===== src/rtl/time_keeper.sv =====
// Time-of-day keeper: prescales clk down to 1 s ticks and keeps HH:MM:SS in BCD,
// with a set mode that bumps one field at a time for the front-panel buttons.
`ifndef KILO
`define KILO 1000
`endif

module time_keeper #(
  parameter int CLK_FREQ_HZ = `KILO
) (
  input  logic        clk,
  input  logic        reset,
  input  logic        run,
  input  logic        set_en,
  input  logic [1:0]  set_sel,
  input  logic        inc,
  output logic [31:0] time_bcd,
  output logic        sec_pulse,
  output logic        day_pulse
);

  localparam int            CW      = (CLK_FREQ_HZ > 1) ? $clog2(CLK_FREQ_HZ) : 1;
  localparam logic [CW-1:0] CNT_MAX = CW'(CLK_FREQ_HZ - 1);

  localparam logic [7:0] SEC_TOP = 8'h59;
  localparam logic [7:0] MIN_TOP = 8'h59;
  localparam logic [7:0] HR_TOP  = 8'h23;

  localparam logic [1:0] SEL_SEC = 2'd0;
  localparam logic [1:0] SEL_MIN = 2'd1;
  localparam logic [1:0] SEL_HR  = 2'd2;

  logic [CW-1:0] cnt;
  logic [7:0]    sec_bcd;
  logic [7:0]    min_bcd;
  logic [7:0]    hr_bcd;
  logic          tick;
  logic          sec_wrap;
  logic          min_wrap;
  logic          day_wrap;

  // Two-digit BCD increment that wraps to 00 after reaching top.
  function automatic logic [7:0] bcd_inc(input logic [7:0] v, input logic [7:0] top);
    logic [7:0] r;
    if (v == top)
      r = 8'h00;
    else if (v[3:0] == 4'd9)
      r = {v[7:4] + 4'd1, 4'h0};
    else
      r = {v[7:4], v[3:0] + 4'd1};
    return r;
  endfunction

  assign tick     = (cnt == CNT_MAX) && run && !set_en;
  assign sec_wrap = (sec_bcd == SEC_TOP);
  assign min_wrap = sec_wrap && (min_bcd == MIN_TOP);
  assign day_wrap = min_wrap && (hr_bcd == HR_TOP);

  always_ff @(posedge clk or posedge reset) begin
    if (reset) begin
      cnt       <= '0;
      sec_bcd   <= 8'h00;
      min_bcd   <= 8'h00;
      hr_bcd    <= 8'h00;
      sec_pulse <= 1'b0;
      day_pulse <= 1'b0;
    end else begin
      sec_pulse <= 1'b0;
      day_pulse <= 1'b0;
      if (set_en) begin
        // Holding the prescaler at zero makes the first tick land a full second after set ends.
        cnt <= '0;
        if (inc) begin
          case (set_sel)
            SEL_SEC: sec_bcd <= bcd_inc(sec_bcd, SEC_TOP);
            SEL_MIN: min_bcd <= bcd_inc(min_bcd, MIN_TOP);
            SEL_HR:  hr_bcd  <= bcd_inc(hr_bcd, HR_TOP);
            default: ;
          endcase
        end
      end else if (run) begin
        if (tick) begin
          cnt       <= '0;
          sec_pulse <= 1'b1;
          day_pulse <= day_wrap;
          sec_bcd   <= bcd_inc(sec_bcd, SEC_TOP);
          if (sec_wrap) min_bcd <= bcd_inc(min_bcd, MIN_TOP);
          if (min_wrap) hr_bcd  <= bcd_inc(hr_bcd, HR_TOP);
        end else begin
          cnt <= cnt + CW'(1);
        end
      end
    end
  end

  assign time_bcd = {hr_bcd, 4'hF, min_bcd, 4'hF, sec_bcd};

endmodule

===== config.mk =====
export PLATFORM = sky130hd
export DESIGN_NAME = time_keeper
export DESIGN_NICKNAME = d
export VERILOG_FILES = /design/src/rtl/time_keeper.sv
export SDC_FILE = /design/constraint.sdc
export NUM_CORES = 1
export LEC_CHECK = 0
export CAP_MARGIN = 20
export CORE_MARGIN = 3
export CORE_UTILIZATION = 41
export DETAILED_ROUTE_END_ITERATION = 7
export PLACE_DENSITY = 0.7
export SYNTH_ARGS = -nofsm -noshare
export SYNTH_HDL_FRONTEND = slang
export SYNTH_SLANG_ARGS = --single-unit

===== constraint.sdc =====
create_clock -name clk -period 2.9 [get_ports clk]
set_input_delay 0.58 -clock clk [delete_from_list [all_inputs] [get_ports clk]]
set_output_delay 0.58 -clock clk [all_outputs]
set_load 0.01 [all_outputs]

### Word level (Yosys, flattened, before mapping)

Cells that the tools add are included.

* flip-flop bits (word level): 36
* input port bits: 7
* output and inout port bits: 34
* word-level logic and storage cells: 71

* $add $sub $neg: 7
* eq/ne operators: 13
* mux-type cells: 32
* reduce and logical (&&, ||, !) cells: 13

Operator list (count)
* two-way mux 8 bit: 23
* two-way mux 10 bit: 3
* adder 4 x 1 -> 4 bit, second input constant: 6
* == test 8 x 7 -> 1 bit, second input constant: 2
* == test 4 bit, second input constant: 3
* adder 10 x 1 -> 10 bit, second input constant: 1
* == test 10 bit, second input constant: 1
* AND reduction 5 bit: 2
* == test 8 x 6 -> 1 bit, second input constant: 1
* != test 2 x 1 -> 1 bit, second input constant: 4
* nonzero test 2 bit: 4
* two-way mux 1 bit: 6
* logical AND 1 bit: 4
* AND reduction 4 bit: 1
* == test 2 x 1 -> 1 bit, second input constant: 1
* == test 2 bit, second input constant: 1
* zero test 2 bit: 1
* zero test 1 bit: 1

### Logic depth before layout (Yosys ltp)

* depth after elaboration: 7
* mapped depth: 9

### Least setup slack after synthesis

OpenSTA, ideal clock, no wires.

* kind: register to register
* start point: reg sec_bcd[1]
* end point: reg hr_bcd[2]
* data arrival time: 1.867 ns
* required time: 2.775 ns
* path slack: 0.908 ns
* cell stages (with the launch flop): 10
* path buffers: 2
* period minus slack after synthesis: 1.992 ns
* cell sequence: dfrtp_1 -> inv_1 -> ha_1 -> and3b_1 -> clkbuf_1 -> nor2b_1 -> a41o_1 -> buf_4 -> nand3_2 -> mux2_4

* longest elaborated chain between the ends: 4

RTL lines
* from (decl): RTL line 33 `logic [7:0] sec_bcd;`
* from (signal assigned): RTL line 74 `SEL_SEC: sec_bcd <= bcd_inc(sec_bcd, SEC_TOP);`
* from (signal assigned): RTL line 85 `sec_bcd <= bcd_inc(sec_bcd, SEC_TOP);`
* == test 8 x 7 -> 1 bit: RTL line 54 `assign sec_wrap = (sec_bcd == SEC_TOP);`
* logical AND 1 bit: RTL line 55 `assign min_wrap = sec_wrap && (min_bcd == MIN_TOP);`
* nonzero test 2 bit (no line)
* AND reduction 5 bit (no line)
* to (signal assigned): RTL line 76 `SEL_HR: hr_bcd <= bcd_inc(hr_bcd, HR_TOP);`
* to (signal assigned): RTL line 87 `if (min_wrap) hr_bcd <= bcd_inc(hr_bcd, HR_TOP);`
* to (decl): RTL line 35 `logic [7:0] hr_bcd;`

No other way between the ends.
A chain may end at the register's enable or synchronous reset.

### Final worst setup path

* start point: in run
* end point: reg hr_bcd[2]

* longest elaborated chain between the ends: 4

RTL lines
* from (decl): RTL line 12 `input logic run,`
* logical AND 1 bit (2 in series): RTL line 53 `assign tick = (cnt == CNT_MAX) && run && !set_en;`
* nonzero test 2 bit (no line)
* AND reduction 5 bit (no line) *

Mark *: on every way between the ends. The rest lies on a longest branch, timed or not.

==> impl_metrics.env <==
export IMPL_status="completed"
export IMPL_syn_area_sq_um=2010
export IMPL_power_density_nw_per_um2=597
export IMPL_fin_tns_setup_ns=0
export IMPL_vdd_ir_drop_max_uv=365
export IMPL_clock_fmax_mhz=416
export IMPL_synth_top_area_share_pct=44.7
export IMPL_design_portCount=41
export IMPL_core_area_sq_um=4530
export IMPL_ant_nets=0
export IMPL_drive_gt1_share_pct=7.88
export IMPL_antenna_found_initial=0
export IMPL_synth_top_area_cell="dfrtp_1"
export IMPL_rows=24
export IMPL_cts_tree="built"
export IMPL_via_per_inst=5.14
export IMPL_cts_buffer_depth=2
export IMPL_synth_most_common_cell="dfrtp_1"
export IMPL_vias=1572
export IMPL_cts_buffers=5
export IMPL_rsz0062_at_grt="no"
export IMPL_wl_microns=4010
export IMPL_n_antenna_cell=0
export IMPL_initial_utilization_pct=44.4
export IMPL_syn_instance_count=205
export IMPL_synth_edf_count=0
export IMPL_hp_class="reg -> reg"
export IMPL_period_needed_ns=2.40
export IMPL_p_total_w=0.00147
export IMPL_worstSetupPathType="in -> reg"
export IMPL_clkTransAtPathRegs_ns=0.07
export IMPL_grt_start_max_net_pins=37
export IMPL_clk_latency_ns=0.29
export IMPL_crit_required_ns=3.08
export IMPL_cp_slowest_stage_delay_ns=0.54
export IMPL_fp_dieH_microns=76.1
export IMPL_grt_pass1_vias=1511
export IMPL_synth_flop_cell="dfrtp_1"
export IMPL_cp_max_fo=10
export IMPL_cts_resized=0
export IMPL_skew_ns=0.00405
export IMPL_htreeDepth=2
export IMPL_p_leak_nw=1.12
export IMPL_overflow=0
export IMPL_die_area_sq_um=5790
export IMPL_area_growth_syn_to_layout_pct=22.6
export IMPL_syn_avg_cell_area_sq_um=9.82
export IMPL_port_buffer_count=32
export IMPL_synth_async_sr_flop_share_pct=100
export IMPL_endpoint_kind="register"
export IMPL_drv_slew=0
export IMPL_cts_setup_buffers=0
export IMPL_grtUsageTotal_pct=15.1
export IMPL_yosysSeqAreaShare_pct=44.7
export IMPL_fin_nets=260
export IMPL_first_iter_violations=81
export IMPL_dpl_hpwl_microns=2880
export IMPL_ys_ff_latch=36
export IMPL_critPathLaunchType="input pin"
export IMPL_worstPathArrival_ns=2.58
export IMPL_yosysWarnings=0
export IMPL_routabilityCongestion=0.762
export IMPL_finalHoldViolCount=0
export IMPL_fin_util_pct=54.4
export IMPL_cts_hold_buf=0
export IMPL_synth_area_leaders="dfrtp_1 45%, ha_1 8.1%, nand2_1 3.9%"
export IMPL_grt_pass1_wl_microns=7180
export IMPL_drv_cap=0
export IMPL_ys_top_cells_by_count="36 x dfrtp_1, 21 x nand2_1, 21 x nor2_1, 14 x o21ai_0, 13 x ha_1"
export IMPL_relSlewSlack_pct=63.2
export IMPL_path_cells="clkdlybuf4s50_1 > and4bb_1 > nor4b_4 > a41o_1 > nand3_2 > mux2_4"
export IMPL_cts_root_buf="clkbuf_8"
export IMPL_cts_sinks=36
export IMPL_wl_per_cell_microns=13.1
export IMPL_finalSetupViolCount=0
export IMPL_fp_dieW_microns=76.1
export IMPL_drcViolationCount=0
export IMPL_worst_slew_pin_slew_ns=0.550
export IMPL_drt_pass1_iter_count=4
export IMPL_timing_final_crit_share_pct=82.9
export IMPL_synth_cell_type_count=41
export IMPL_cpMaxStageDelayCell="clkdlybuf4s50_1"
-- final cells by class --
cell class                 count  area, sq um
clock buffer                   8         90.1
fill                         415         2070
inverter                       9         33.8
multi-input combinational    153         1020
sequential                    36          901
tap                           65         81.3
timing repair buffer          35          343
-- worst paths after layout --
path,startpoint,end,slack (ns),cells after the start
worst max register to register,cnt[0],hr_bcd[2],0.71,6
max in group asynchronous,reset,cnt[0],1.89,3
worst min-delay path,hr_bcd[7],hr_bcd[7],0.49,1
min in group asynchronous,reset,cnt[7],0.69,3
worst max-delay path,run,hr_bcd[2],0.50,6
worst min register to register,hr_bcd[7],hr_bcd[7],0.49,1
-- critical path, delay by kind of cell --
| family | cells | cell delay, ns |
|---|---|---|
| multiplexers | 1 | 0.30 |
| AND/OR/NAND/NOR | 3 | 0.72 |
| buffers and inverters | 1 | 0.54 |
| AO/OA/AOI/OAI | 1 | 0.45 |
-- state kept, by name (all words and copies together), names as in the netlist --
| name | cells |
|---|---|
| cnt | 10 |
| hr_bcd | 8 |
| min_bcd | 8 |
| sec_bcd | 8 |
| day_pulse | 1 |
| sec_pulse | 1 |
-- power breakdown --
| part | leakage (nW) | internal (W) | total [W] | switching [W] |
|---|---|---|---|---|
| clock network | 0.0455 | 0.000194 | 0.000368 | 0.000174 |
| registers | 0.479 | 0.000575 | 0.000680 | 0.000105 |
| logic | 0.593 | 0.000238 | 0.000426 | 0.000188 |
| total | 1.12 | 0.00101 | 0.00147 | 0.000467 |
-- metrics by stage --
stage / hold slack, ns / area [sq um] / setup WS (ns) / instances
5_1_grt: 0.531 / 2470 / 0.359 / 306
3_3_place_gp: 0.479 / 2380 / 0.239 / 298
6_report: 0.494 / 2470 / 0.497 / 306
2_1_floorplan: 0.476 / 2040 / 0.908 / 212
3_5_place_dp: 0.492 / 2380 / 0.187 / 298
4_1_cts: 0.504 / 2470 / 0.515 / 306
-- metal layers --
| layer | wire length [microns] | GRT usage [%] | vias up |
|---|---|---|---|
| li1 | - | - | 769 |
| met1 | 1870 | 19.1 | 766 |
| met2 | 1890 | 23.9 | 31 |
| met3 | 192 | 4.96 | 6 |
| met4 | 61 | 5.98 | 0 |
| met5 | 0 | 0 | - |
-- kinds of logic (layout without fill, tap and decap cells) --
logic type | after synthesis | after routing | share of synthesized area, %
and+or+nand+nor | 85 | 85 | 23.4
DFF | 36 | 36 | 44.7
AOI/OAI and AO/OA | 32 | 32 | 10.1
buffers and inverters | 23 | 52 | 5.97
adders and majority gates | 13 | 13 | 8.08
xor gates and xnor gates | 8 | 8 | 3.48
muxes | 7 | 7 | 4.04
other | 1 | 8 | 0.186
-- layout by cell type (no fill, tap or decap), types with 6 or more instances in the layout --
cell	count
conb_1	8
nand2_1	21
nand4_1	6
clkdlybuf4s50_1	32
ha_1	13
dfrtp_1	36
clkbuf_8	6
o21ai_0	14
nor2_1	21
inv_1	9
nand3_1	6
Note: power is estimated with default switching activity, not from simulation.
